--- src/rtl/esc_pwm_capture_if.sv ---
// PWM capture bus: raw pin in, decoded throttle and status out.
// Master side is the decoder; slave side is the consumer/driver of the pin.
interface esc_pwm_capture_if #(
   parameter int CNT_W = 16,
   parameter int OUT_W = 11
);
   logic             pwm_in;
   logic [OUT_W-1:0] throttle;
   logic [CNT_W-1:0] high_ticks;
   logic             meas_valid;
   logic             err_pulse;
   logic             signal_lost;

   modport master (
      input  pwm_in,
      output throttle, high_ticks, meas_valid, err_pulse, signal_lost
   );

   modport slave (
      output pwm_in,
      input  throttle, high_ticks, meas_valid, err_pulse, signal_lost
   );
endinterface

--- src/rtl/esc_pwm_capture.sv ---
// ESC PWM decoder: pulse high time in ticks -> clamped throttle, glitch reject, loss-of-signal.
// Results appear 2 clk after the falling edge is detected (3 clk sync); no backpressure, strobes only.
module esc_pwm_capture #(
   parameter int TICK_DIV = 25,
   parameter int CNT_W    = 16,
   parameter int MIN_HIGH = 1000,
   parameter int MAX_HIGH = 2000,
   parameter int VALID_LO = 500,
   parameter int VALID_HI = 2500,
   parameter int TIMEOUT  = 25000,
   parameter int OUT_W    = 11
) (
   input logic               clk,
   input logic               rst,
   esc_pwm_capture_if.master bus
);

   localparam int PRE_W = (TICK_DIV > 1) ? $clog2(TICK_DIV) : 1;
   localparam logic [PRE_W-1:0] PRE_LAST = PRE_W'(TICK_DIV - 1);
   localparam logic [CNT_W-1:0] VLO      = CNT_W'(VALID_LO);
   localparam logic [CNT_W-1:0] VHI      = CNT_W'(VALID_HI);
   localparam logic [CNT_W-1:0] MINH     = CNT_W'(MIN_HIGH);
   localparam logic [CNT_W-1:0] MAXH     = CNT_W'(MAX_HIGH);
   localparam logic [CNT_W-1:0] TMO      = CNT_W'(TIMEOUT);
   localparam logic [CNT_W-1:0] CNT_MAX  = '1;
   localparam logic [OUT_W-1:0] SPAN     = OUT_W'(MAX_HIGH - MIN_HIGH);

   typedef enum logic [1:0] {S_IDLE, S_WAIT_RISE, S_HIGH, S_LOW} state_t;

   logic             sync1_q, sync2_q, edge_q;
   logic [1:0]       primed_q;
   logic [PRE_W-1:0] pre_q, pre_d;
   state_t           state_q, state_d;
   logic [CNT_W-1:0] hi_cnt_q, hi_cnt_d;
   logic [CNT_W-1:0] to_cnt_q, to_cnt_d;
   logic             eval_q, eval_d;
   logic [OUT_W-1:0] throttle_q, throttle_d;
   logic [CNT_W-1:0] high_ticks_q, high_ticks_d;
   logic             meas_valid_q, meas_valid_d;
   logic             err_pulse_q, err_pulse_d;
   logic             signal_lost_q, signal_lost_d;

   logic             tick, rise, fall, timeout;
   logic [CNT_W-1:0] excess;

   // primed_q marks when sync2_q reflects the pin rather than its reset value
   always_ff @(posedge clk) begin
      if (rst) begin
         sync1_q  <= 1'b0;
         sync2_q  <= 1'b0;
         edge_q   <= 1'b0;
         primed_q <= '0;
      end else begin
         sync1_q  <= bus.pwm_in;
         sync2_q  <= sync1_q;
         edge_q   <= sync2_q;
         primed_q <= {primed_q[0], 1'b1};
      end
   end

   always_comb begin
      tick    = (pre_q == PRE_LAST);
      rise    = sync2_q & ~edge_q;
      fall    = ~sync2_q & edge_q;
      timeout = (state_q != S_IDLE) && !rise && (to_cnt_q >= TMO);
      excess  = hi_cnt_q - MINH;

      pre_d         = tick ? '0 : pre_q + 1'b1;
      state_d       = state_q;
      hi_cnt_d      = hi_cnt_q;
      to_cnt_d      = to_cnt_q;
      eval_d        = 1'b0;
      throttle_d    = throttle_q;
      high_ticks_d  = high_ticks_q;
      meas_valid_d  = 1'b0;
      err_pulse_d   = 1'b0;
      signal_lost_d = signal_lost_q;

      if (state_q != S_IDLE && tick && to_cnt_q != CNT_MAX) begin
         to_cnt_d = to_cnt_q + 1'b1;
      end

      case (state_q)
         S_IDLE: begin
            if (primed_q[1] && !sync2_q) begin
               state_d = S_WAIT_RISE;
            end
         end
         S_WAIT_RISE, S_LOW: begin
            if (rise) begin
               hi_cnt_d = '0;
               to_cnt_d = '0;
               state_d  = S_HIGH;
            end
         end
         S_HIGH: begin
            if (fall) begin
               state_d = S_LOW;
               eval_d  = 1'b1;
            end else if (tick && hi_cnt_q != CNT_MAX) begin
               hi_cnt_d = hi_cnt_q + 1'b1;
            end
         end
         default: state_d = S_IDLE;
      endcase

      if (eval_q) begin
         if (hi_cnt_q >= VLO && hi_cnt_q <= VHI) begin
            high_ticks_d  = hi_cnt_q;
            meas_valid_d  = 1'b1;
            signal_lost_d = 1'b0;
            if (hi_cnt_q <= MINH) begin
               throttle_d = '0;
            end else if (hi_cnt_q >= MAXH) begin
               throttle_d = SPAN;
            end else begin
               throttle_d = OUT_W'(excess);
            end
         end else begin
            err_pulse_d = 1'b1;
         end
      end

      // Loss of signal overrides any result evaluated in the same cycle
      if (timeout) begin
         signal_lost_d = 1'b1;
         throttle_d    = '0;
         high_ticks_d  = '0;
         meas_valid_d  = 1'b0;
         err_pulse_d   = 1'b0;
         eval_d        = 1'b0;
         to_cnt_d      = '0;
         state_d       = S_IDLE;
      end
   end

   always_ff @(posedge clk) begin
      if (rst) begin
         pre_q         <= '0;
         state_q       <= S_IDLE;
         hi_cnt_q      <= '0;
         to_cnt_q      <= '0;
         eval_q        <= 1'b0;
         throttle_q    <= '0;
         high_ticks_q  <= '0;
         meas_valid_q  <= 1'b0;
         err_pulse_q   <= 1'b0;
         signal_lost_q <= 1'b0;
      end else begin
         pre_q         <= pre_d;
         state_q       <= state_d;
         hi_cnt_q      <= hi_cnt_d;
         to_cnt_q      <= to_cnt_d;
         eval_q        <= eval_d;
         throttle_q    <= throttle_d;
         high_ticks_q  <= high_ticks_d;
         meas_valid_q  <= meas_valid_d;
         err_pulse_q   <= err_pulse_d;
         signal_lost_q <= signal_lost_d;
      end
   end

   assign bus.throttle    = throttle_q;
   assign bus.high_ticks  = high_ticks_q;
   assign bus.meas_valid  = meas_valid_q;
   assign bus.err_pulse   = err_pulse_q;
   assign bus.signal_lost = signal_lost_q;

endmodule

--- src/flat_wrapper.sv ---
// flat-port wrapper written by rule: the top's interface ports become plain ports
module esc_pwm_capture_flat 
#(
   parameter int TICK_DIV = 25,
   parameter int CNT_W    = 16,
   parameter int MIN_HIGH = 1000,
   parameter int MAX_HIGH = 2000,
   parameter int VALID_LO = 500,
   parameter int VALID_HI = 2500,
   parameter int TIMEOUT  = 25000,
   parameter int OUT_W    = 11
)
  (clk, rst, bus_pwm_in, bus_throttle, bus_high_ticks, bus_meas_valid, bus_err_pulse, bus_signal_lost);
  esc_pwm_capture_if #(.CNT_W(CNT_W), .OUT_W(OUT_W)) bus_i ();
  input logic clk;
  input logic rst;
  input wire logic [$bits(bus_i.pwm_in)-1:0] bus_pwm_in;
  output wire logic [$bits(bus_i.throttle)-1:0] bus_throttle;
  output wire logic [$bits(bus_i.high_ticks)-1:0] bus_high_ticks;
  output wire logic [$bits(bus_i.meas_valid)-1:0] bus_meas_valid;
  output wire logic [$bits(bus_i.err_pulse)-1:0] bus_err_pulse;
  output wire logic [$bits(bus_i.signal_lost)-1:0] bus_signal_lost;
  assign bus_i.pwm_in = bus_pwm_in;
  assign bus_throttle = bus_i.throttle;
  assign bus_high_ticks = bus_i.high_ticks;
  assign bus_meas_valid = bus_i.meas_valid;
  assign bus_err_pulse = bus_i.err_pulse;
  assign bus_signal_lost = bus_i.signal_lost;
  esc_pwm_capture #(.TICK_DIV(TICK_DIV), .CNT_W(CNT_W), .MIN_HIGH(MIN_HIGH), .MAX_HIGH(MAX_HIGH), .VALID_LO(VALID_LO), .VALID_HI(VALID_HI), .TIMEOUT(TIMEOUT), .OUT_W(OUT_W)) u_core (.clk(clk), .rst(rst), .bus(bus_i));
endmodule
--- config.mk ---
export PLATFORM = sky130hd
export DESIGN_NAME = esc_pwm_capture_flat
export DESIGN_NICKNAME = d
export VERILOG_FILES = /design/src/rtl/esc_pwm_capture_if.sv /design/src/rtl/esc_pwm_capture.sv /design/src/flat_wrapper.sv
export SDC_FILE = /design/constraint.sdc
export NUM_CORES = 1
export LEC_CHECK = 0
export ABC_AREA = 1
export CAP_MARGIN = 15
export CORE_ASPECT_RATIO = 1.2
export CORE_MARGIN = 2
export CORE_UTILIZATION = 50
export CTS_CLUSTER_DIAMETER = 200
export DETAILED_ROUTE_END_ITERATION = 16
export GPL_ROUTABILITY_DRIVEN = 0
export GPL_TIMING_DRIVEN = 0
export PLACE_DENSITY_LB_ADDON = 0.1
export SYNTH_ARGS = -nofsm -noshare
export SYNTH_HDL_FRONTEND = slang
export SYNTH_SLANG_ARGS = --single-unit
export TNS_END_PERCENT = 1
--- constraint.sdc ---
create_clock -name clk -period 1.89 [get_ports clk]
set_input_delay 0.378 -clock clk [delete_from_list [all_inputs] [get_ports clk]]
set_output_delay 0.378 -clock clk [all_outputs]
set_load 0.02 [all_outputs]
==> results.json, run 1 <==
{
  "drc": 0,
  "drive_gt1_share_pct": 9.96,
  "cts_tree": "yes",
  "fin_setup_tns_ps": 0,
  "h-tree-depth": 3,
  "endpoint_kind": "register",
  "drv_slew": 0,
  "ir_drop_uv": 484,
  "synthCells": 635,
  "dp_hpwl_um": 7310,
  "final-hold-violation-count": 0,
  "grt_pass1_wl_um": 16200,
  "start_util_pct": 50.9,
  "p_leak_nw": 1.98,
  "pwr_density_cell_mw_per_mm2": 725,
  "grt_overflow": 0,
  "synthToLayoutAreaGrowth_pct": 19.0,
  "seqCellArea_sq_mm": 0.00151,
  "drtIter0Drc": 243,
  "root_buffer": "clkbuf_8",
  "wl_um": 9910,
  "stdcell_area_sq_mm": 0.00489,
  "whs_ps": 408,
  "place_area_sq_mm": 0.00454,
  "grt_pass1_vias": 3505,
  "synth.avg_cell_area_sq_um": 6.46,
  "final.setup_skew_ps": 12.9,
  "required_ps": 2180,
  "port_buffers": 32,
  "critPathArrivalTime_ps": 2060,
  "max_freq_mhz": 564,
  "ctsHoldBuffers": 0,
  "max-cap-violations": 0,
  "core_region_area_sq_mm": 0.00806,
  "finish.net_count": 690,
  "dp_slack_ps": 3.98,
  "setup_violations": 0,
  "outcome": "finished clean",
  "timing.final.ws_setup_ps": 118,
  "post-cts-setup-buffers": 0,
  "critPathKind": "register to register",
  "rsz0062_at_grt": "yes",
  "die_w_um": 86.7,
  "startpoint_type": "register",
  "die_h_um": 103,
  "worstMarginPinSlew_ps": 526,
  "drt_first_pass_iters": 5,
  "synth_area_sq_mm": 0.00411,
  "n_antenna_cell": 0,
  "hold_path.class": "register to register",
  "slowest_delay_ps": 430,
  "rows": 36,
  "ant_nets": 0,
  "crit_fanout": 10,
  "numCtsBuffers": 9,
  "seq_area_frac_synth_pct": 36.6,
  "numClockSinks": 75,
  "n_fill_cell": 797,
  "synthesis.nets": 647,
  "finalCritPeriodShare_pct": 93.8,
  "io_pins": 33,
  "grt_use_total_pct": 22.8,
  "relSlewSlack_pct": 64.9,
  "synth_cell_types": 31,
  "clk_latency_ps": 360,
  "dieArea_sq_mm": 0.00895,
  "vias_per_cell": 5.20,
  "fin_crit_ps": 1770,
  "grt_max_degree": 14,
  "multi_input_area_sq_mm": 0.00228,
  "vias": 4044,
  "yosysWarnings": 0,
  "synth_seq_cells": 75,
  "cts_buffer_depth": 2,
  "antenna_found_initial": 0,
  "path_cells": "inv_1, nand2_1, inv_1, nand2_1, nand2_1, clkbuf_1, nand4_1, a21oi_1",
  "crit_slowest_cell": "clkbuf_1",
  "wl_per_cell_um": 12.7,
  "path_clk_slew_ps": 90,
  "crit_top_cell": "nand2_1"
}
[report_power, final]
group          internal, W  switching [W]
clock              0.00114       0.000622
combinational    0.0000506       0.000113
sequential         0.00160      0.0000159
total              0.00279       0.000751
[layer usage]
| layer | GRT usage, % | routed length, um | up-vias |
|---|---|---|---|
| li1 | - | - | 2102 |
| met4 | 10.2 | 171 | 0 |
| met1 | 29.2 | 4610 | 1839 |
| met2 | 38.6 | 4740 | 90 |
| met5 | 0 | 0 | - |
| met3 | 2.86 | 393 | 13 |
[synth_stat cells (all sizes together)]
cell type / n / area, sq um
nand3b: 2 / 15.0
buf: 19 / 126
nand3: 72 / 365
nor3: 3 / 15.0
xnor2: 5 / 43.8
a21oi: 42 / 221
o21ai: 11 / 66.3
nand2: 190 / 733
or2: 3 / 18.8
inv: 59 / 221
dfxtp: 75 / 1500
nand4: 10 / 62.6
nor2: 116 / 469
xor2: 9 / 78.8
o21a: 2 / 15.0
o211ai: 1 / 7.51
ha: 9 / 113
clkbuf: 5 / 18.8
a31oi: 2 / 12.5
[metrics by stage]
step	std cells	util (%)	total power, W
3_3_place_gp	762	56.4	0.00180
6_report	778	60.6	0.00354
2_1_floorplan	635	-	0.00176
3_5_place_dp	762	56.4	0.00181
4_1_cts	778	59.9	0.00356
5_1_grt	778	60.6	0.00365
[worst paths after layout]
check	start	to	slack, ps	cells past startpoint
min reg2reg	u_core.sync1_q$_SDFF_PP0_	u_core.sync2_q$_SDFF_PP0_	410	2
max	u_core.state_q[0]$_SDFFE_PP0P_	u_core.hi_cnt_q[6]$_SDFFE_PP0P_	120	8
max reg2reg	u_core.state_q[0]$_SDFFE_PP0P_	u_core.hi_cnt_q[6]$_SDFFE_PP0P_	120	8
min	u_core.sync1_q$_SDFF_PP0_	u_core.sync2_q$_SDFF_PP0_	410	2
[sequential cells by signal, indices dropped and copies added, names as in the netlist]
name	flops
u_core.edge_q	1
u_core.hi_cnt_q	16
u_core.state_q	2
u_core.to_cnt_q	16
u_core.bus.signal_lost	1
u_core.bus.err_pulse	1
u_core.bus.throttle	11
u_core.sync1_q	1
u_core.primed_q	2
u_core.bus.high_ticks	16
u_core.bus.meas_valid	1
u_core.eval_q	1
u_core.pre_q	5
u_core.sync2_q	1
[cell families (layout without fill, tap and decap cells)]
family / after synthesis / after routing / share of synthesized area, %
AO/OA/AOI/OAI: 58 / 58 / 7.86
XOR/XNOR: 14 / 14 / 2.99
adder cells (fa/ha/maj): 9 / 9 / 2.74
buffers and inverters: 83 / 131 / 8.93
flip-flops: 75 / 75 / 36.6
AND/OR/NAND/NOR: 396 / 396 / 40.9
[cells in the final DEF, fill, tap and decap left out, types with 2 or more instances in the layout]
| cell type | netlist | routed |
|---|---|---|
| nand2_1 | 184 | 184 |
| nor2_1 | 110 | 104 |
| dfxtp_1 | 75 | 71 |
| nand3_1 | 71 | 70 |
| inv_1 | 55 | 55 |
| a21oi_1 | 41 | 41 |
| clkdlybuf4s50_1 | 0 | 32 |
| o21ai_0 | 10 | 10 |
| nand4_1 | 10 | 10 |
| xor2_1 | 9 | 9 |
| clkbuf_8 | 0 | 9 |
| buf_2 | 11 | 8 |
| ha_1 | 9 | 8 |
| nor2_2 | 4 | 7 |
| clkbuf_1 | 5 | 5 |
| xnor2_1 | 5 | 5 |
| buf_4 | 5 | 5 |
| bufinv_16 | 0 | 5 |
| nand2_2 | 5 | 4 |
| nor2_4 | 1 | 4 |
| inv_2 | 4 | 4 |
| dfxtp_2 | 0 | 4 |
| buf_6 | 3 | 3 |
| nor3_1 | 3 | 3 |
| clkbuf_4 | 0 | 3 |
| nand2_4 | 1 | 2 |
| o21a_1 | 2 | 2 |
| a31oi_1 | 2 | 2 |
| or2_2 | 2 | 2 |
| nand3b_1 | 2 | 2 |
| nand3_2 | 1 | 2 |
[critical path, delay by kind of cell (launching register included)]
kind | cells | cell delay (ps)
buf+inv | 3 | 640
flops | 1 | 330
compound gates | 1 | 180
simple gates | 4 | 550
[what timing repair did]
action                                 in CTS  in global routing
gates resized for setup                     0                 19
setup endpoints to repair                   0                 53
endpoints found under the hold margin       0                  0
[layout make-up]
type / instances / area share (%)
Multi-Input combinational cell: 477 / 46.6
Sequential cell: 75 / 30.8
Timing Repair Buffer: 32 / 6.55
Inverter: 59 / 4.53
Clock inverter: 7 / 3.35
Buffer: 24 / 3.12
Clock buffer: 9 / 2.53
Tap cell: 95 / 2.43
No activity file was read; power rests on OpenSTA's default activity.
==> run 2, diff against run 1 <==
--- a/config.mk
+++ b/config.mk
@@ -6,7 +6,6 @@
 export NUM_CORES = 1
 export LEC_CHECK = 0
 export ABC_AREA = 1
-export CAP_MARGIN = 15
 export CORE_ASPECT_RATIO = 1.2
 export CORE_MARGIN = 2
 export CORE_UTILIZATION = 50
==> results of run 2 <==
Final layout, timing and power as in run 1 (identical DEF).
